--- config.mk ---
export PLATFORM = sky130hd
export DESIGN_NAME = calc_op_sequencer
export DESIGN_NICKNAME = d
export VERILOG_FILES = /design/src/rtl/calc_pkg.sv /design/src/rtl/calc_digit_acc.sv /design/src/rtl/calc_op_sequencer.sv
export SDC_FILE = /design/constraint.sdc
export NUM_CORES = 1
export LEC_CHECK = 0
export CORE_MARGIN = 1.5
export CORE_UTILIZATION = 40
export CTS_CLUSTER_SIZE = 10
export DETAILED_ROUTE_END_ITERATION = 12
export PLACE_DENSITY = 0.71
export SYNTH_ARGS = -nofsm -noshare
export SYNTH_HDL_FRONTEND = slang
export SYNTH_HIERARCHICAL = 1
export SYNTH_SLANG_ARGS = --single-unit
--- constraint.sdc ---
create_clock -name clk -period 10.8 [get_ports clk]
set_clock_uncertainty 0.15 [all_clocks]
set_input_delay 1.62 -clock clk [delete_from_list [all_inputs] [get_ports clk]]
set_output_delay 1.62 -clock clk [all_outputs]
set_load 0.01 [all_outputs]
--- src/rtl/calc_pkg.sv ---
// Shared encodings for the calculator sequencer: key codes, ALU opcodes,
// FSM states and the pending-operator record used for operator chaining.
package calc_pkg;

    localparam logic [3:0] KEY_ADD = 4'hA;
    localparam logic [3:0] KEY_SUB = 4'hB;
    localparam logic [3:0] KEY_DIV = 4'hC;
    localparam logic [3:0] KEY_MUL = 4'hD;
    localparam logic [3:0] KEY_CLR = 4'hE;
    localparam logic [3:0] KEY_EQ  = 4'hF;

    typedef enum logic [1:0] {
        OP_ADD = 2'd0,
        OP_SUB = 2'd1,
        OP_DIV = 2'd2,
        OP_MUL = 2'd3
    } alu_op_e;

    typedef enum logic [2:0] {
        ST_ENTRY_A,
        ST_OP_WAIT,
        ST_ENTRY_B,
        ST_ISSUE,
        ST_WAIT_ALU,
        ST_SHOW,
        ST_ERROR
    } state_e;

    // Operator typed while an operation was being issued; none = plain equals.
    typedef struct packed {
        logic    none;
        alu_op_e op;
    } pend_t;

    localparam pend_t PEND_NONE = '{none: 1'b1, op: OP_ADD};

    function automatic logic is_digit(input logic [3:0] k);
        return k <= 4'd9;
    endfunction

    function automatic logic is_op(input logic [3:0] k);
        return (k >= KEY_ADD) && (k <= KEY_MUL);
    endfunction

    function automatic alu_op_e key_to_op(input logic [3:0] k);
        case (k)
            KEY_SUB: return OP_SUB;
            KEY_DIV: return OP_DIV;
            KEY_MUL: return OP_MUL;
            default: return OP_ADD;
        endcase
    endfunction

endpackage

--- src/rtl/calc_digit_acc.sv ---
// Decimal operand accumulator: acc = acc*10 + d with a per-operand digit limit.
// clear has priority over load (acc = d), which has priority over shift.
module calc_digit_acc #(
    parameter int WIDTH      = 32,
    parameter int MAX_DIGITS = 9
) (
    input  logic             clk,
    input  logic             reset,
    input  logic             clear,
    input  logic             load,
    input  logic             shift,
    input  logic [3:0]       digit,
    output logic [WIDTH-1:0] acc,
    output logic [WIDTH-1:0] acc_shifted
);

    localparam int CW = $clog2(MAX_DIGITS + 1);

    logic [CW-1:0]    count;
    logic [CW-1:0]    count_nxt;
    logic [WIDTH-1:0] acc_nxt;
    logic             room;

    assign room        = count < CW'(MAX_DIGITS);
    assign acc_shifted = room ? (acc * WIDTH'(10) + WIDTH'(digit)) : acc;

    always_comb begin
        // NOTE: every output gets a default first so no path can infer a latch.
        acc_nxt   = acc;
        count_nxt = count;
        if (clear) begin
            acc_nxt   = '0;
            count_nxt = '0;
        end else if (load) begin
            acc_nxt   = WIDTH'(digit);
            count_nxt = CW'(1);
        end else if (shift && room) begin
            acc_nxt   = acc_shifted;
            count_nxt = count + CW'(1);
        end
    end

    // NOTE: state registers use non-blocking assignments so all flops update together.
    always_ff @(posedge clk or negedge reset) begin
        if (!reset) begin
            acc   <= '0;
            count <= '0;
        end else begin
            acc   <= acc_nxt;
            count <= count_nxt;
        end
    end

endmodule

--- src/rtl/calc_op_sequencer.sv ---
// Calculator sequencer: turns keypad events into operands, issues operations to
// the shared multi-cycle ALU over start/done, and drives the display value.
module calc_op_sequencer
    import calc_pkg::*;
#(
    parameter int               WIDTH      = 32,
    parameter int               MAX_DIGITS = 9,
    parameter int               TIMEOUT    = 64,
    parameter logic [WIDTH-1:0] ERR_CODE   = {WIDTH{1'b1}}
) (
    input  logic             clk,
    input  logic             reset,
    input  logic             key_valid,
    input  logic [3:0]       key_code,
    output logic             key_ready,
    output logic             alu_start,
    output logic [1:0]       alu_op,
    output logic [WIDTH-1:0] alu_a,
    output logic [WIDTH-1:0] alu_b,
    input  logic             alu_done,
    input  logic [WIDTH-1:0] alu_result,
    input  logic             alu_err,
    output logic [WIDTH-1:0] display,
    output logic             disp_err
);

    localparam int TW = $clog2(TIMEOUT);

    state_e           state, state_nxt;
    logic [WIDTH-1:0] a_reg, a_nxt;
    logic [WIDTH-1:0] disp_nxt;
    logic             err_nxt;
    alu_op_e          op_reg, op_nxt;
    pend_t            pend, pend_nxt;
    logic [WIDTH-1:0] alu_a_nxt, alu_b_nxt;
    alu_op_e          alu_op_q, alu_op_nxt;
    logic             start_nxt;
    logic [TW-1:0]    timer, timer_nxt;

    logic             acc_clear, acc_load, acc_shift;
    logic [WIDTH-1:0] acc, acc_shifted;
    logic             key_fire;

    calc_digit_acc #(
        .WIDTH      (WIDTH),
        .MAX_DIGITS (MAX_DIGITS)
    ) u_digit_acc (
        .clk         (clk),
        .reset       (reset),
        .clear       (acc_clear),
        .load        (acc_load),
        .shift       (acc_shift),
        .digit       (key_code),
        .acc         (acc),
        .acc_shifted (acc_shifted)
    );

    assign key_ready = (state != ST_ISSUE) && (state != ST_WAIT_ALU);
    assign key_fire  = key_valid && key_ready;
    assign alu_op    = alu_op_q;

    always_comb begin
        state_nxt  = state;
        a_nxt      = a_reg;
        disp_nxt   = display;
        err_nxt    = disp_err;
        op_nxt     = op_reg;
        pend_nxt   = pend;
        alu_a_nxt  = alu_a;
        alu_b_nxt  = alu_b;
        alu_op_nxt = alu_op_q;
        start_nxt  = 1'b0;
        timer_nxt  = timer;
        acc_clear  = 1'b0;
        acc_load   = 1'b0;
        acc_shift  = 1'b0;

        if (key_fire && key_code == KEY_CLR) begin
            acc_clear = 1'b1;
            a_nxt     = '0;
            disp_nxt  = '0;
            err_nxt   = 1'b0;
            state_nxt = ST_ENTRY_A;
        end else begin
            unique case (state)
                ST_ENTRY_A: if (key_fire) begin
                    if (is_digit(key_code)) begin
                        acc_shift = 1'b1;
                        disp_nxt  = acc_shifted;
                    end else if (is_op(key_code)) begin
                        a_nxt     = acc;
                        op_nxt    = key_to_op(key_code);
                        state_nxt = ST_OP_WAIT;
                    end
                end
                ST_OP_WAIT: if (key_fire) begin
                    if (is_digit(key_code)) begin
                        acc_load  = 1'b1;
                        state_nxt = ST_ENTRY_B;
                    end else if (is_op(key_code)) begin
                        op_nxt = key_to_op(key_code);
                    end
                end
                ST_ENTRY_B: if (key_fire) begin
                    if (is_digit(key_code)) begin
                        acc_shift = 1'b1;
                        disp_nxt  = acc_shifted;
                    end else if (is_op(key_code)) begin
                        pend_nxt  = '{none: 1'b0, op: key_to_op(key_code)};
                        state_nxt = ST_ISSUE;
                    end else if (key_code == KEY_EQ) begin
                        pend_nxt  = PEND_NONE;
                        state_nxt = ST_ISSUE;
                    end
                end
                ST_ISSUE: begin
                    // Divide by zero never reaches the ALU.
                    if (op_reg == OP_DIV && acc == '0) begin
                        disp_nxt  = ERR_CODE;
                        err_nxt   = 1'b1;
                        state_nxt = ST_ERROR;
                    end else begin
                        alu_a_nxt  = a_reg;
                        alu_b_nxt  = acc;
                        alu_op_nxt = op_reg;
                        start_nxt  = 1'b1;
                        timer_nxt  = '0;
                        state_nxt  = ST_WAIT_ALU;
                    end
                end
                ST_WAIT_ALU: begin
                    if (alu_done && !alu_err) begin
                        disp_nxt = alu_result;
                        a_nxt    = alu_result;
                        if (pend.none) begin
                            state_nxt = ST_SHOW;
                        end else begin
                            op_nxt    = pend.op;
                            state_nxt = ST_OP_WAIT;
                        end
                    end else if (alu_done || timer == TW'(TIMEOUT - 1)) begin
                        disp_nxt  = ERR_CODE;
                        err_nxt   = 1'b1;
                        state_nxt = ST_ERROR;
                    end else begin
                        timer_nxt = timer + TW'(1);
                    end
                end
                ST_SHOW: if (key_fire) begin
                    if (is_digit(key_code)) begin
                        acc_load  = 1'b1;
                        state_nxt = ST_ENTRY_A;
                    end else if (is_op(key_code)) begin
                        a_nxt     = display;
                        op_nxt    = key_to_op(key_code);
                        state_nxt = ST_OP_WAIT;
                    end
                end
                ST_ERROR: ;
                default: state_nxt = ST_ENTRY_A;
            endcase
        end
    end

    always_ff @(posedge clk or negedge reset) begin
        if (!reset) begin
            state     <= ST_ENTRY_A;
            a_reg     <= '0;
            display   <= '0;
            disp_err  <= 1'b0;
            op_reg    <= OP_ADD;
            pend      <= PEND_NONE;
            alu_a     <= '0;
            alu_b     <= '0;
            alu_op_q  <= OP_ADD;
            alu_start <= 1'b0;
            timer     <= '0;
        end else begin
            state     <= state_nxt;
            a_reg     <= a_nxt;
            display   <= disp_nxt;
            disp_err  <= err_nxt;
            op_reg    <= op_nxt;
            pend      <= pend_nxt;
            alu_a     <= alu_a_nxt;
            alu_b     <= alu_b_nxt;
            alu_op_q  <= alu_op_nxt;
            alu_start <= start_nxt;
            timer     <= timer_nxt;
        end
    end

endmodule
==> impl_results.md <==
- Width of the die: approximately 170 um
- Synth top area share: around two fifths
- ANT nets after route: 0
- Max Clk Rate: 175 MHz
- Final min period: between 5 and 6 ns
- Synth Flop Type: dfrtp_1
- Filler Cell Count: approximately 2700
- H-tree depth: 4
- Final Setup Violations: 0
- DIE AREA: 30400 sq um
- Reg-to-reg setup timing slack: 5.37 ns
- CTS tree: yes
- Iteration-0 DRC count of the detailed router: approximately 870
- DP HPWL: roughly 24000 um
- # port buffers: roughly 140
- Post-CTS Resized: 0
- Clk Latency, worst-skew pair: ~0.44 ns
- Top post-synthesis cells by area: dfrtp_1 (39%), mux2_2 (7.0%), ha_1 (6.5%)
- CTS Hold Buffers Added: 0
- Placed insts: between 1500 and 2000
- Register bit total from synthesis: approximately 180
- Commonest non-fill, non-tap cell in the layout: dfrtp_1
- Worst-margin pin slew: 1.15 ns
- Post-CTS setup repair buffer count: 0
- Vias per inst: 5.83
- R2r startpoint: u_digit_acc/acc[1]
- Final TNS setup: 0 ns
- Residual DRC: 0
- Max Slew Vio Count: 0
- Worst-case reg-to-reg path depth: 15
- Max IR drop VDD: ~140 uV
- Status: complete, no violations
- P_leak: slightly above 6 nW
- Startpoint types: input port
- Vias in the first global route: between 9000 and 10000
- CTS buffer count: 17
- Clk sinks: 182
- Finished Layout Cells: 1751
- Pwr/cell area: 346 nW/um^2
- Critical path type: in -> reg
- Post-synth EDFFs: 0
- Cells after Synth: between 1000 and 1500
- Arr. time, crit path: between 5 and 6 ns
- Syn nets: 1359
- Post-Syn Area: about 12000 sq um
- Max clock buf depth: 2
- Max Cap Violations: 0
- CP endpoint kind: flip-flop
- Via count: ~10000
- Layout cell share with drive strength beyond 1: 10.7%
- Total track usage: ~22%
- Most frequent cells in the layout: dfrtp_1 (180), nand2_1 (140), a21oi_1 (140), clkdlybuf4s50_1 (140), nor2_1 (123)
- Drt total wl: about 34000 um
- Min-delay src: a_reg[28]
- Drt pass-1 iters: 5
- CP startpoint: key_code[1]
- Area delta synth->final: 19.9%
- Synth cell types: 85
- Initial Util: between 40% and 50%
- Period utilization: roughly 53%
- CTS clk-pin slew, worst paths: 0.07 ns
- First-pass GRT wire length: about 54000 um
- FP Rows: 62
- Warnings from Yosys: 6
- Hold depth: 1
- Largest net degree at the start of global routing: 71
- Avg Cell Area, Syn: just over 9 sq um
- Placer Congestion: ~0.89
- NumNets Final: ~1500
- Hold Violations, Final: 0
- Worst hold path type: reg -> reg
- Routed WL per cell: between 15 and 20 um
- DIE HEIGHT: 174 um
- Synth area leader: dfrtp_1
- Core area: 28800 sq um
- Initial antenna violation count: 2
- Slew headroom: between 20% and 30%
- Worst endpoint required time: between 10 and 15 ns
- Crit path max fanout: 12
- Grt total ovfl: 0
- Clock root buffer: clkbuf_16
- Number of top-level pins: roughly 140
- Sequential area share after synthesis: about two fifths
- RSZ-0062 raised after global routing: no
- Asr flop ratio synth: between 90% and 100%
-- worst paths after layout --
check	endpoint
worst max-delay path	display[29]
worst min-delay path	a_reg[28]
worst max register to register	display[29]
worst min register to register	a_reg[28]
max in group asynchronous	state[0]
min in group asynchronous	alu_b[18]
-- cell type report --
class / instances / area (sq um) / share of cell area, %
Antenna cell: 1 / 2.50 / 0.0178
Multi-Input combinational cell: 982 / 6820 / 48.5
Sequential cell: 182 / 4560 / 32.4
Timing Repair Buffer: 154 / 1510 / 10.8
Clock buffer: 20 / 447 / 3.17
Inverter: 16 / 60.1 / 0.427
Clock inverter: 12 / 191 / 1.36
Tap cell: 384 / 480 / 3.41
-- Yosys cell counts (3+ instances only) --
cell type / number
mux2_1: 30
nor2_1: 124
clkbuf_1: 49
nor4_1: 15
o21ai_1: 7
xnor2_1: 30
nand2b_1: 10
nor3b_1: 4
nor4b_1: 3
xor2_1: 18
o21ai_0: 44
and4_1: 3
nand4_1: 19
inv_1: 15
o31ai_1: 3
and2_1: 6
buf_2: 19
a211oi_1: 11
nor2b_1: 8
a31oi_1: 7
a211o_1: 5
mux2_2: 73
nand4b_1: 3
a21oi_1: 140
o211ai_1: 9
ha_1: 61
a21o_1: 12
nand3_1: 24
and3_1: 9
nand2_1: 141
buf_6: 3
or2_2: 3
o2bb2ai_1: 36
mux2i_1: 39
nor3_1: 10
dfrtp_1: 181
or3_1: 11
or4_1: 9
a311oi_1: 3
-- metal layers --
layer / GRT usage [%] / part of all wire, % / vias to the layer above
li1: - / - / 4771
met1: 30.9 / 45 / 4957
met2: 34.9 / 45 / 414
met3: 4.37 / 7.2 / 62
met4: 8.58 / 3.0 / 2
met5: 0 / 0.035 / -
-- worst max-delay path, cell delays in order --
cell and delay (ns):
clkdlybuf4s50_1 0.72, ha_1 0.28, fa_1 0.22, a21oi_1 0.07, nor2b_1 0.19, nand3_1 0.17
or2_1 0.27, or4_1 0.50, nor4_1 0.73, nand4_1 0.22, xnor2_1 0.25, a21oi_1 0.09
mux2i_1 0.15, a21oi_1 0.08, mux2_1 0.30
-- through the flow --
stage | total power, mW | utilization [%] | hold WS [ns] | area, sq um | setup slack (ns)
floorplan | 3.21 | - | 0.302 | 11700 | 5.95
global placement | 4.09 | 46.7 | 0.318 | 13400 | 4.85
detailed placement | 4.15 | 46.7 | 0.320 | 13400 | 4.74
CTS | 4.87 | 48.9 | 0.342 | 14100 | 5.20
global route | 5.22 | 48.9 | 0.350 | 14100 | 4.84
finish | 4.87 | 48.9 | 0.335 | 14100 | 5.10
-- power by group --
part | total [mW] | switching, mW | leakage [nW] | internal, mW
Combinational | 2.86 | 1.54 | 3.43 | 1.32
Clock | 0.692 | 0.292 | 0.308 | 0.400
Sequential | 1.32 | 0.337 | 2.31 | 0.981
-- cells by family (layout without fill, tap and decap cells) --
logic type,count (synthesis),after routing,share of synthesized area (%)
fa+ha+maj,63,63,6.85
mux,142,142,13.2
compound gates,316,316,17.4
other cells,0,1,0
xor+xnor,50,50,3.86
simple gates,411,411,16.4
buf+inv,91,202,3.38
flops,182,182,38.8
Note: power is estimated with default switching activity, not from simulation.
